`src/rtl/camera_threshold_pkg.sv`:
```
// Shared types and defaults for the camera pixel-thresholding stage.
// Config bounds are stored zero-extended to MaxPixelWidth so one struct serves any PIXEL_WIDTH.
package camera_threshold_pkg;

    localparam int unsigned MaxPixelWidth = 16;
    localparam logic [7:0]  DefaultLo     = 8'h91;
    localparam logic [7:0]  DefaultHi     = 8'hF0;

    typedef struct packed {
        logic [MaxPixelWidth-1:0] lo;
        logic [MaxPixelWidth-1:0] hi;
        logic                     invert;
    } thresh_cfg_t;

    typedef enum logic [0:0] {
        CFG_IDLE,
        CFG_PENDING
    } cfg_state_t;

endpackage

```
`src/rtl/threshold_cfg_shadow.sv`:
```
// Double-buffered threshold config: a pending write becomes active on the next valid sof.
// cfg_o is the config that governs the current pixel, including the sof pixel that applies it.
module threshold_cfg_shadow
    import camera_threshold_pkg::*;
#(
    parameter int unsigned             PIXEL_WIDTH = 8,
    parameter logic [PIXEL_WIDTH-1:0]  DEFAULT_LO  = DefaultLo,
    parameter logic [PIXEL_WIDTH-1:0]  DEFAULT_HI  = DefaultHi
) (
    input  logic        clk_i,
    input  logic        rst_i,
    input  logic        valid_i,
    input  logic        sof_i,
    input  logic        cfg_valid_i,
    input  thresh_cfg_t cfg_i,
    output thresh_cfg_t cfg_o,
    output logic        cfg_pending_o
);

    localparam thresh_cfg_t DefaultCfg = '{
        lo:     MaxPixelWidth'(DEFAULT_LO),
        hi:     MaxPixelWidth'(DEFAULT_HI),
        invert: 1'b0
    };

    cfg_state_t  state_q, state_d;
    thresh_cfg_t pend_q, pend_d;
    thresh_cfg_t act_q, act_d;
    logic        apply;

    assign apply = (state_q == CFG_PENDING) && valid_i && sof_i;

    always_comb begin
        state_d = state_q;
        pend_d  = pend_q;
        act_d   = act_q;
        case (state_q)
            CFG_IDLE: begin
                if (cfg_valid_i) begin
                    pend_d  = cfg_i;
                    state_d = CFG_PENDING;
                end
            end
            CFG_PENDING: begin
                if (apply) begin
                    act_d   = pend_q;
                    state_d = CFG_IDLE;
                end
                // A write landing with the applying sof re-arms for the following frame.
                if (cfg_valid_i) begin
                    pend_d  = cfg_i;
                    state_d = CFG_PENDING;
                end
            end
            default: state_d = CFG_IDLE;
        endcase
    end

    always_ff @(posedge clk_i or posedge rst_i) begin
        if (rst_i) begin
            state_q <= CFG_IDLE;
            pend_q  <= DefaultCfg;
            act_q   <= DefaultCfg;
        end else begin
            state_q <= state_d;
            pend_q  <= pend_d;
            act_q   <= act_d;
        end
    end

    assign cfg_o         = apply ? pend_q : act_q;
    assign cfg_pending_o = (state_q == CFG_PENDING);

endmodule

```
`src/rtl/threshold_mask_stream.sv`:
```
// Window/invert pixel thresholder with a registered 1-bit mask and per-frame masked-pixel count.
// PIXEL_WIDTH must not exceed camera_threshold_pkg::MaxPixelWidth.
module threshold_mask_stream
    import camera_threshold_pkg::*;
#(
    parameter int unsigned             PIXEL_WIDTH = 8,
    parameter int unsigned             COUNT_WIDTH = 20,
    parameter logic [PIXEL_WIDTH-1:0]  DEFAULT_LO  = DefaultLo,
    parameter logic [PIXEL_WIDTH-1:0]  DEFAULT_HI  = DefaultHi
) (
    input  logic                   clk_in,
    input  logic                   rst_in,
    input  logic                   valid_in,
    input  logic [PIXEL_WIDTH-1:0] pixel_in,
    input  logic                   sof_in,
    input  logic                   cfg_valid_in,
    input  logic [PIXEL_WIDTH-1:0] cfg_lo_in,
    input  logic [PIXEL_WIDTH-1:0] cfg_hi_in,
    input  logic                   cfg_invert_in,
    output logic                   cfg_pending_out,
    output logic                   valid_out,
    output logic                   mask_out,
    output logic [COUNT_WIDTH-1:0] count_out,
    output logic                   count_valid_out
);

    thresh_cfg_t              cfg_new;
    thresh_cfg_t              cfg_cur;
    logic [MaxPixelWidth-1:0] pix_ext;
    logic                     mask;
    logic                     sof_valid;

    logic                   valid_q, mask_q;
    logic [COUNT_WIDTH-1:0] cnt_q, cnt_d;
    logic [COUNT_WIDTH-1:0] count_q, count_d;
    logic                   count_valid_q, count_valid_d;
    logic                   seen_q, seen_d;

    assign cfg_new = '{
        lo:     MaxPixelWidth'(cfg_lo_in),
        hi:     MaxPixelWidth'(cfg_hi_in),
        invert: cfg_invert_in
    };

    threshold_cfg_shadow #(
        .PIXEL_WIDTH (PIXEL_WIDTH),
        .DEFAULT_LO  (DEFAULT_LO),
        .DEFAULT_HI  (DEFAULT_HI)
    ) u_cfg_shadow (
        .clk_i         (clk_in),
        .rst_i         (rst_in),
        .valid_i       (valid_in),
        .sof_i         (sof_in),
        .cfg_valid_i   (cfg_valid_in),
        .cfg_i         (cfg_new),
        .cfg_o         (cfg_cur),
        .cfg_pending_o (cfg_pending_out)
    );

    assign pix_ext   = MaxPixelWidth'(pixel_in);
    assign mask      = ((cfg_cur.lo <= pix_ext) && (pix_ext <= cfg_cur.hi)) ^ cfg_cur.invert;
    assign sof_valid = valid_in && sof_in;

    always_comb begin
        cnt_d         = cnt_q;
        count_d       = count_q;
        count_valid_d = 1'b0;
        seen_d        = seen_q;
        if (sof_valid) begin
            // The sof pixel opens the new frame; the old frame is complete in cnt_q.
            count_d       = cnt_q;
            count_valid_d = seen_q;
            seen_d        = 1'b1;
            cnt_d         = COUNT_WIDTH'(mask);
        end else if (valid_in && mask && !(&cnt_q)) begin
            cnt_d = cnt_q + COUNT_WIDTH'(1);
        end
    end

    always_ff @(posedge clk_in or posedge rst_in) begin
        if (rst_in) begin
            valid_q       <= 1'b0;
            mask_q        <= 1'b0;
            cnt_q         <= '0;
            count_q       <= '0;
            count_valid_q <= 1'b0;
            seen_q        <= 1'b0;
        end else begin
            valid_q       <= valid_in;
            mask_q        <= valid_in && mask;
            cnt_q         <= cnt_d;
            count_q       <= count_d;
            count_valid_q <= count_valid_d;
            seen_q        <= seen_d;
        end
    end

    assign valid_out       = valid_q;
    assign mask_out        = mask_q;
    assign count_out       = count_q;
    assign count_valid_out = count_valid_q;

endmodule

```
`config.mk`:
```
export PLATFORM = sky130hd
export DESIGN_NAME = threshold_mask_stream
export DESIGN_NICKNAME = d
export VERILOG_FILES = /design/src/rtl/camera_threshold_pkg.sv /design/src/rtl/threshold_cfg_shadow.sv /design/src/rtl/threshold_mask_stream.sv
export SDC_FILE = /design/constraint.sdc
export NUM_CORES = 1
export LEC_CHECK = 0
export ABC_CLOCK_PERIOD_IN_PS = 3900
export CAP_MARGIN = 10
export CELL_PAD_IN_SITES_DETAIL_PLACEMENT = 1
export CELL_PAD_IN_SITES_GLOBAL_PLACEMENT = 2
export CORE_ASPECT_RATIO = 0.6
export CORE_UTILIZATION = 37
export CTS_CLUSTER_DIAMETER = 120
export DETAILED_ROUTE_END_ITERATION = 7
export GPL_TIMING_DRIVEN = 1
export PLACE_DENSITY_LB_ADDON = 0.3
export SETUP_SLACK_MARGIN = 0.5
export SLEW_MARGIN = 20
export SYNTH_ARGS = -nofsm -noshare
export SYNTH_HDL_FRONTEND = slang
export SYNTH_SLANG_ARGS = --single-unit
```
`constraint.sdc`:
```
create_clock -name clk_in -period 3.9 [get_ports clk_in]
set_input_delay 0.78 -clock clk_in [delete_from_list [all_inputs] [get_ports clk_in]]
set_output_delay 0.78 -clock clk_in [all_outputs]
set_load 0.05 [all_outputs]
```
[Word level (Yosys, flattened, before mapping)]
Index checks and enable logic that the tools add are counted.
Storage, ports and cells
  ROM bits: 0
  memories: 0
  bits in writable memories: 0
  word-level logic and storage cells: 36
  output and inout bits: 24
  input bits: 30
  bits in registers: 111
  bits in latches: 0
Cells by class
  muxes and demuxes: 9
  bitwise logic cells: 2
  add/subtract/negate cells: 1
  $lt $le $gt $ge: 2
  div/mod/pow operators: 0
  shifts and indexed selects: 0
  $mul: 0
  equality and inequality tests: 0
  reduce and logical (&&, ||, !) cells: 9
Operators with widths (count)
  2-to-1 mux 33 bit: 2
  2-to-1 mux 20 bit: 2
  adder 20 x 1 -> 20 bit (second input constant): 1
  AND reduction 20 bit: 1
  less-or-equal comparator 16 x 8 -> 1 bit: 1
  less-or-equal comparator 8 x 16 -> 1 bit: 1
  logical AND 1 bit: 6
  2-to-1 mux 1 bit: 4
  one-hot mux 1 bit (2 select lines): 1
  nonzero test 2 bit: 1
  logical NOT 1 bit: 1
  NOT 1 bit: 1
  bitwise XOR 1 bit: 1

[Longest topological paths before layout]
Gate-level depths: netlist of the first run.
  depth after elaboration: 10
  mapped depth: 15
  depth with buffers taken out: 12

[Modules after synthesis]
From an unflattened synthesis of the first run, not the netlist that was laid out.
Unflattened totals
  cell total of the unflattened synthesis: 475
  area, all modules: 5698.0 um^2
Modules (own cells, without submodules)
  threshold_cfg_shadow: times used 1, sequential area each 1694.1 um^2, area an instance 3065.4 um^2, cells an instance 181
  threshold_mask_stream: times used 1, sequential area each 1101.1 um^2, area an instance 2632.5 um^2, cells an instance 294

[Worst setup path before layout of the first run]
No wires, ideal clock.
  path type: input-to-reg
  start point: input valid_in
  end point: register cnt_q[13]
  buffers on the path: 1
  required time: 3.823 ns
  stages on the path: 13
  slack: 0.119 ns
  setup time: 0.077 ns
  arrival time: 3.704 ns
  path through: nand3_4 -> clkbuf_1 -> mux2_2 -> inv_1 -> ha_1 -> nor2b_1 -> o21a_1 -> o21ai_0 -> a21oi_4 -> nor4b_4 -> nor2_4 -> or4_1 -> a21oi_1
On the way
  word-level cells in the longest chain between the ends: 9
  elaborated cells between the ends (all ways): 12
Ends and longest elaborated chain
  start, declared: RTL line threshold_mask_stream.sv:13  | input logic valid_in,
  logical AND 1 bit (2 in a row): RTL line threshold_cfg_shadow.sv:31  | assign apply = (state_q == CFG_PENDING) && valid_i && sof_i;
  2-to-1 mux 33 bit
  less-or-equal comparator 16 x 8 -> 1 bit / less-or-equal comparator 8 x 16 -> 1 bit (equally long branches): RTL line threshold_mask_stream.sv:61  | assign mask = ((cfg_cur.lo <= pix_ext) && (pix_ext <= cfg_cur.hi)) ^ cfg_cur.invert;
  logical AND 1 bit: RTL line threshold_mask_stream.sv:61
  bitwise XOR 1 bit: RTL line threshold_mask_stream.sv:61
  logical AND 1 bit (2 in a row): RTL line threshold_mask_stream.sv:75  | end else if (valid_in && mask && !(&cnt_q)) begin
  nonzero test 2 bit (no line)
  end signal, assigned: RTL line threshold_mask_stream.sv:91  | cnt_q <= cnt_d;
  end, declared: RTL line threshold_mask_stream.sv:34  | logic [COUNT_WIDTH-1:0] cnt_q, cnt_d;
Parallel ways exist; a longest one is shown, timed or not.
A chain may end at the register's enable or synchronous reset.

==> results of run 1 <==
area by class of cell:
type | count | share of cell area
Tap cell | 160 | 0.0342
Sequential cell | 95 | 0.409
Inverter | 18 | 0.0122
Timing Repair Buffer | 85 | 0.149
Multi-Input combinational cell | 264 | 0.345
Clock buffer | 12 | 0.0455
Clock inverter | 4 | 0.00491
cell families after synthesis:
group	count (synthesis)	share of synthesized area
fa+ha+maj	17	0.0484
buf+inv	32	0.0342
flops	95	0.545
xor+xnor	11	0.0219
compound gates	45	0.0666
simple gates	147	0.174
mux	43	0.110
worst min path at each step:
stage	to	slack, ns	depth (start not counted)
4_1_cts	seen_q$_DFFE_PP0P_	0.47	1
3_3_place_gp	seen_q$_DFFE_PP0P_	0.45	1
5_1_grt	u_cfg_shadow.act_q[16]$_DFFE_PP0P_	0.49	1
2_1_floorplan	seen_q$_DFFE_PP0P_	0.43	1
3_5_place_dp	seen_q$_DFFE_PP0P_	0.45	1
6_report	seen_q$_DFFE_PP0P_	0.47	1
registers in the layout (all words and copies together), names as in the netlist:
| signal | flops |
|---|---|
| u_cfg_shadow.act_q | 33 |
| count_valid_out | 1 |
| u_cfg_shadow.cfg_pending_o | 1 |
| mask_out | 1 |
| u_cfg_shadow.pend_q | 17 |
| cnt_q | 20 |
| valid_out | 1 |
| seen_q | 1 |
| count_out | 20 |
timing repair:
item	4_1_cts	5_1_grt
setup endpoints to repair	20	19
hold buffers	0	0
gates cloned	2	0
pin swaps	9	14
gates resized for setup	21	21
buffers inserted	9	3
where the power goes:
part	internal, mW	switching, mW
clock network	0.485	0.390
registers	1.09	0.0641
logic	0.327	0.348
total	1.90	0.802
placed cells by master, fill, tap and decap left out, types with 9 or more instances in the layout:
master,Yosys,routed
dfrtp_1,81,80
nand2_1,73,72
clkdlybuf4s50_1,0,51
mux2_2,41,38
buf_4,0,22
and2_1,21,21
inv_1,18,15
dfstp_2,14,14
o211ai_1,11,11
a21oi_1,13,10
nor2_1,11,10
ha_4,0,9
clkbuf_16,0,9
metrics by stage:
| step | TNS (ns) | hold WS (ns) | cells | worst slack (ns) |
|---|---|---|---|---|
| finish | 0 | 0.470 | 638 | 0.589 |
| global placement | -1.79 | 0.451 | 608 | -0.174 |
| floorplan | 0 | 0.427 | 390 | 0.340 |
| detailed placement | -3.56 | 0.449 | 608 | -0.274 |
| CTS | 0 | 0.468 | 635 | 0.492 |
| global route | 0 | 0.489 | 638 | 0.459 |
per-layer routing:
metal	share of wire	track usage	wire [um]	vias to the layer above
li1	-	-	-	1496
met1	0.52	0.295	5850	1592
met2	0.43	0.283	4780	53
met3	0.038	0.0414	421	14
met4	0.012	0.0547	133	0
met5	0	0	0	-
worst max-delay path: stages:
cell and delay, ns:
buf_6 0.10, nand3_4 0.12, buf_6 0.12, buf_12 0.10, mux2_2 0.35, ha_4 0.29, nand4_1 0.12, o21a_1 0.20
a211o_2 0.30, nor4b_4 0.25, buf_4 0.18, buf_8 0.13, o21ai_4 0.06, or3_1 0.32, a21oi_1 0.14
==> results.toml, run 1 <==
[run_status]
status = "completed"

[floorplan]
start_util = 0.385
pin_count = 54
die_area_mm2 = 0.0123
die_height_um = 86.4
rows = 30
die_x_um = 143
core_mm2 = 0.0114

[layout]
nFillCells = 1226
multi_input_area_mm2 = 0.00202
register_area_mm2 = 0.00240
drive_gt1_frac = 0.293
final_nets = 520
final_area_mm2 = 0.00586
antenna_cells = 0
utilization = 0.513
area_growth_syn_to_layout_pct = 33.3

[logic_synthesis]
avgSynthCellArea_um2 = 11.3
ys_warn_count = 0
synthesis.nets = 437
netlist_area_mm2 = 0.00439
synth_top_area_frac = 0.461
syn-instance-count = 390
yosysMostFrequentCell = "dfrtp_1"
synthDistinctLibCells = 42
yosys_register_bits = 95
synth-seq-area-share = 0.545
synth_edf_count = 0
yosys-top-cells-area = "dfrtp_1 46%, mux2_2 11%, dfstp_2 8.4%, nand2_1 6.2%, ha_1 4.8%"
synth_common_cells = "81 x dfrtp_1, 73 x nand2_1, 41 x mux2_2"
async_flop_share = 1.00
ys_dominant_reg_cell = "dfrtp_1"
synth_top_area_cell = "dfrtp_1"

[detailed_routing]
post_drt_via_cell_ratio = 4.95
wl_per_cell_um = 17.5
drt_iter0_drc = 159
drt-pass1-iter-count = 4
post-route-drc-count = 0
wirelength_mm = 11.2
ant_nets = 0
via_count = 3155

[timing]
drv_slew = 0
worst_pin_slew_ns = 1.05
clock_skew_ns = 0.00484
setup_viol = 0
max_freq_mhz = 302
period_minus_slack_ns = 3.31
final.period_utilization = 0.849
relSlewSlack = 0.302
hold_violations = 0
rsz0062_at_grt = "no"

[setup_path]
timing.rr.end = "cnt_q[8]$_DFFE_PP0P_"
start_kind = "input port"
rrSetupSlack_ns = 0.65
reg2reg_from = "u_cfg_shadow.cfg_pending_o$_DFF_PP0_"
timing.critical_path.to = "cnt_q[8]$_DFFE_PP0P_"
reg2reg_depth = 14
worstPathRequired_ns = 4.16
crit_fanout = 7
startpoint = "sof_in"
path_class = "in2reg"
crit_path_end_kind = "flip-flop"
worstPathArrival_ns = 3.57

[global_route]
grt_max_degree = 96
grt_usage = 0.196
gr-total-overflow = 0
grt_pass1_wl_mm = 18.2
antenna_found_initial = 0
grt_pass1_vias = 3389

[power]
peakVddDrop_v = 0.000237
p_total_mw = 2.70
power.density_mw_per_mm2 = 462
p_leak_nw = 2.68

[min_path]
hold_path.class = "reg2reg"
min-delay-start = "seen_q$_DFFE_PP0P_"

[placed_design]
dpl.hpwl_mm = 7.48
placed_area_mm2 = 0.00529
portBuffers = 53
routabilityCongestion = 0.774

[cts]
path_clk_slew_ns = 0.07
clock_path_buffers = 2
cts_num_sinks = 95
h-tree-depth = 3
numCtsBuffers = 9
root_buffer = "clkbuf_16"
cts_tree = "done"
clk_latency_ns = 0.35

[flow_run]
drv_cap = 0
(Power assumes the default switching activity.)
==> inputs of run 2 (changes only) <==
Settings changed: ABC_CLOCK_PERIOD_IN_PS 3900 to 3200.
Clock period 3.9 ns to 3.2 ns, I/O delays scaled along.
==> results.toml, run 2 (synthesis gave the netlist of run 1 again) <==
[cts]
path_clk_slew_ns = 0.07
cts_tree = "done"
root_buffer = "clkbuf_16"
h-tree-depth = 3
numCtsBuffers = 9
clock_path_buffers = 2
clk_latency_ns = 0.35
cts_num_sinks = 95

[layout]
instances_no_fill = 655
largest_reg_flops = 33
register_area_mm2 = 0.00240
top_register = "u_cfg_shadow.act_q"
multi_input_area_mm2 = 0.00218
nFillCells = 1218
area_growth_syn_to_layout_pct = 41.1
final_cell_mix = "80 x dfrtp_1, 72 x nand2_1, 51 x clkdlybuf4s50_1, 37 x buf_4, 27 x mux2_2"
antenna_cells = 0
mostFrequentLayoutCell = "dfrtp_1"
final_nets = 537
drive_gt1_frac = 0.362

[power]
pwr-share-seq = 0.396
p_total_mw = 3.55
pwr-share-comb = 0.272
power.density_mw_per_mm2 = 573
peakVddDrop_v = 0.000311
intPower_mw = 2.51
swShare = 0.293
p_clk_frac = 0.332
switching_power_mw = 1.04
p_leak_nw = 2.82

[setup_path]
slowest_stage = "o41ai_1"
crit_fanout = 8
path_buf_inv = 4
worstPathArrival_ns = 3.53
path_class = "in2reg"
start_kind = "input port"
crit_chain = "buf_4 > nand3_4 > buf_6 > buf_12 > mux2_4 > inv_2 > ha_4 > nand4_1 > o211ai_1 > o211ai_1 > a21oi_4 > o2111a_2 > nor2_4 > o41ai_1 > a21oi_2"
crit_family = "compound AO/OA/AOI/OAI gates"
path_common_cell = "o211ai_1"
crit_path_end_kind = "flip-flop"
worstPathRequired_ns = 3.42
slowest_delay_ns = 0.51

[detailed_routing]
post-route-drc-count = 0
drt-pass1-iter-count = 4
wirelength_mm = 11.7
via_count = 3244
wl_per_cell_um = 17.9
ant_nets = 0
drt_iter0_drc = 185
post_drt_via_cell_ratio = 4.95

[global_route]
grt_pass1_vias = 3446
grt_max_degree = 66
grt_use_met1 = 0.303
grt_pass1_wl_mm = 18.7
use_met2 = 0.299
gr-total-overflow = 0
globalRouteMet3Util = 0.0409
antenna_found_initial = 0
busiest_layer = "met1"
grt_usage = 0.203

[placed_design]
dp.cells = 620
routabilityCongestion = 0.771
dpl.hpwl_mm = 7.67
portBuffers = 53

[timing]
rsz0062_at_grt = "yes"
setup_viol = 11
hold_violations = 0
clock_skew_ns = 0.0105
drv_slew = 0
relSlewSlack = 0.380
final.setup.worst_slack_ns = -0.110
worst_pin_slew_ns = 0.928
period_minus_slack_ns = 3.31
final.period_utilization = 1.03
max_freq_mhz = 302

[floorplan]
start_util = 0.385
pin_count = 54
die_x_um = 143
die_area_mm2 = 0.0123
core_mm2 = 0.0114
die_height_um = 86.4
rows = 30

[flow_run]
drv_cap = 0

[min_path]
hold_path.class = "reg2reg"

[run_status]
violations = "negative setup slack"
status = "finished with violations"
[run 2: area by class of cell]
type                            count  share of cell area
Multi-Input combinational cell    263               0.353
Clock inverter                      6              0.0149
Sequential cell                    95               0.387
Clock buffer                       10              0.0369
Timing Repair Buffer              103               0.165
Inverter                           18              0.0119
Tap cell                          160              0.0323
[run 2: repair_timing]
action	CTS	global route
setup buffers	9	9
cloned	1	0
gates resized for setup	44	39
hold buffers	0	0
pin swaps	22	23
endpoints found under the hold margin	0	0
endpoints found under the setup margin	21	21
[run 2: worst paths after layout]
check	from	to	slack, ns	depth (start not counted)
max	valid_in	cnt_q[15]$_DFFE_PP0P_	-0.11	15
min	seen_q$_DFFE_PP0P_	seen_q$_DFFE_PP0P_	0.47	1
min reg2reg	seen_q$_DFFE_PP0P_	seen_q$_DFFE_PP0P_	0.47	1
max reg2reg	u_cfg_shadow.cfg_pending_o$_DFF_PP0_	cnt_q[15]$_DFFE_PP0P_	-0.10	14
max in group asynchronous	rst_in	u_cfg_shadow.act_q[24]$_DFFE_PP1P_	2.11	3
min in group asynchronous	rst_in	cnt_q[2]$_DFFE_PP0P_	0.75	3
[run 2: routing by layer]
layer / routed length, um / share of wire
met1: 5990 / 0.51
met2: 5260 / 0.45
met3: 364 / 0.031
met4: 125 / 0.011
met5: 0 / 0
[run 2: power groups by stage]
stage               clock network, mW  logic (mW)  registers (mW)
detailed placement                  0       0.736            1.42
global placement                    0       0.704            1.42
CTS                              1.21       0.846            1.40
floorplan                           0       0.418            1.47
finish                           1.18       0.964            1.41
global route                     1.25        1.04            1.42
[run 2: through the flow]
stage / instance area [um2] / setup WS (ns) / hold WS (ns) / setup TNS, ns / util
floorplan: 4500 / -0.204 / 0.427 / -0.485 / -
global placement: 5390 / -0.665 / 0.449 / -11.59 / 0.473
detailed placement: 5390 / -0.824 / 0.452 / -13.92 / 0.473
CTS: 5970 / 0.0266 / 0.473 / 0 / 0.523
global route: 6200 / -0.177 / 0.497 / -1.76 / 0.543
finish: 6200 / -0.110 / 0.471 / -0.561 / 0.543
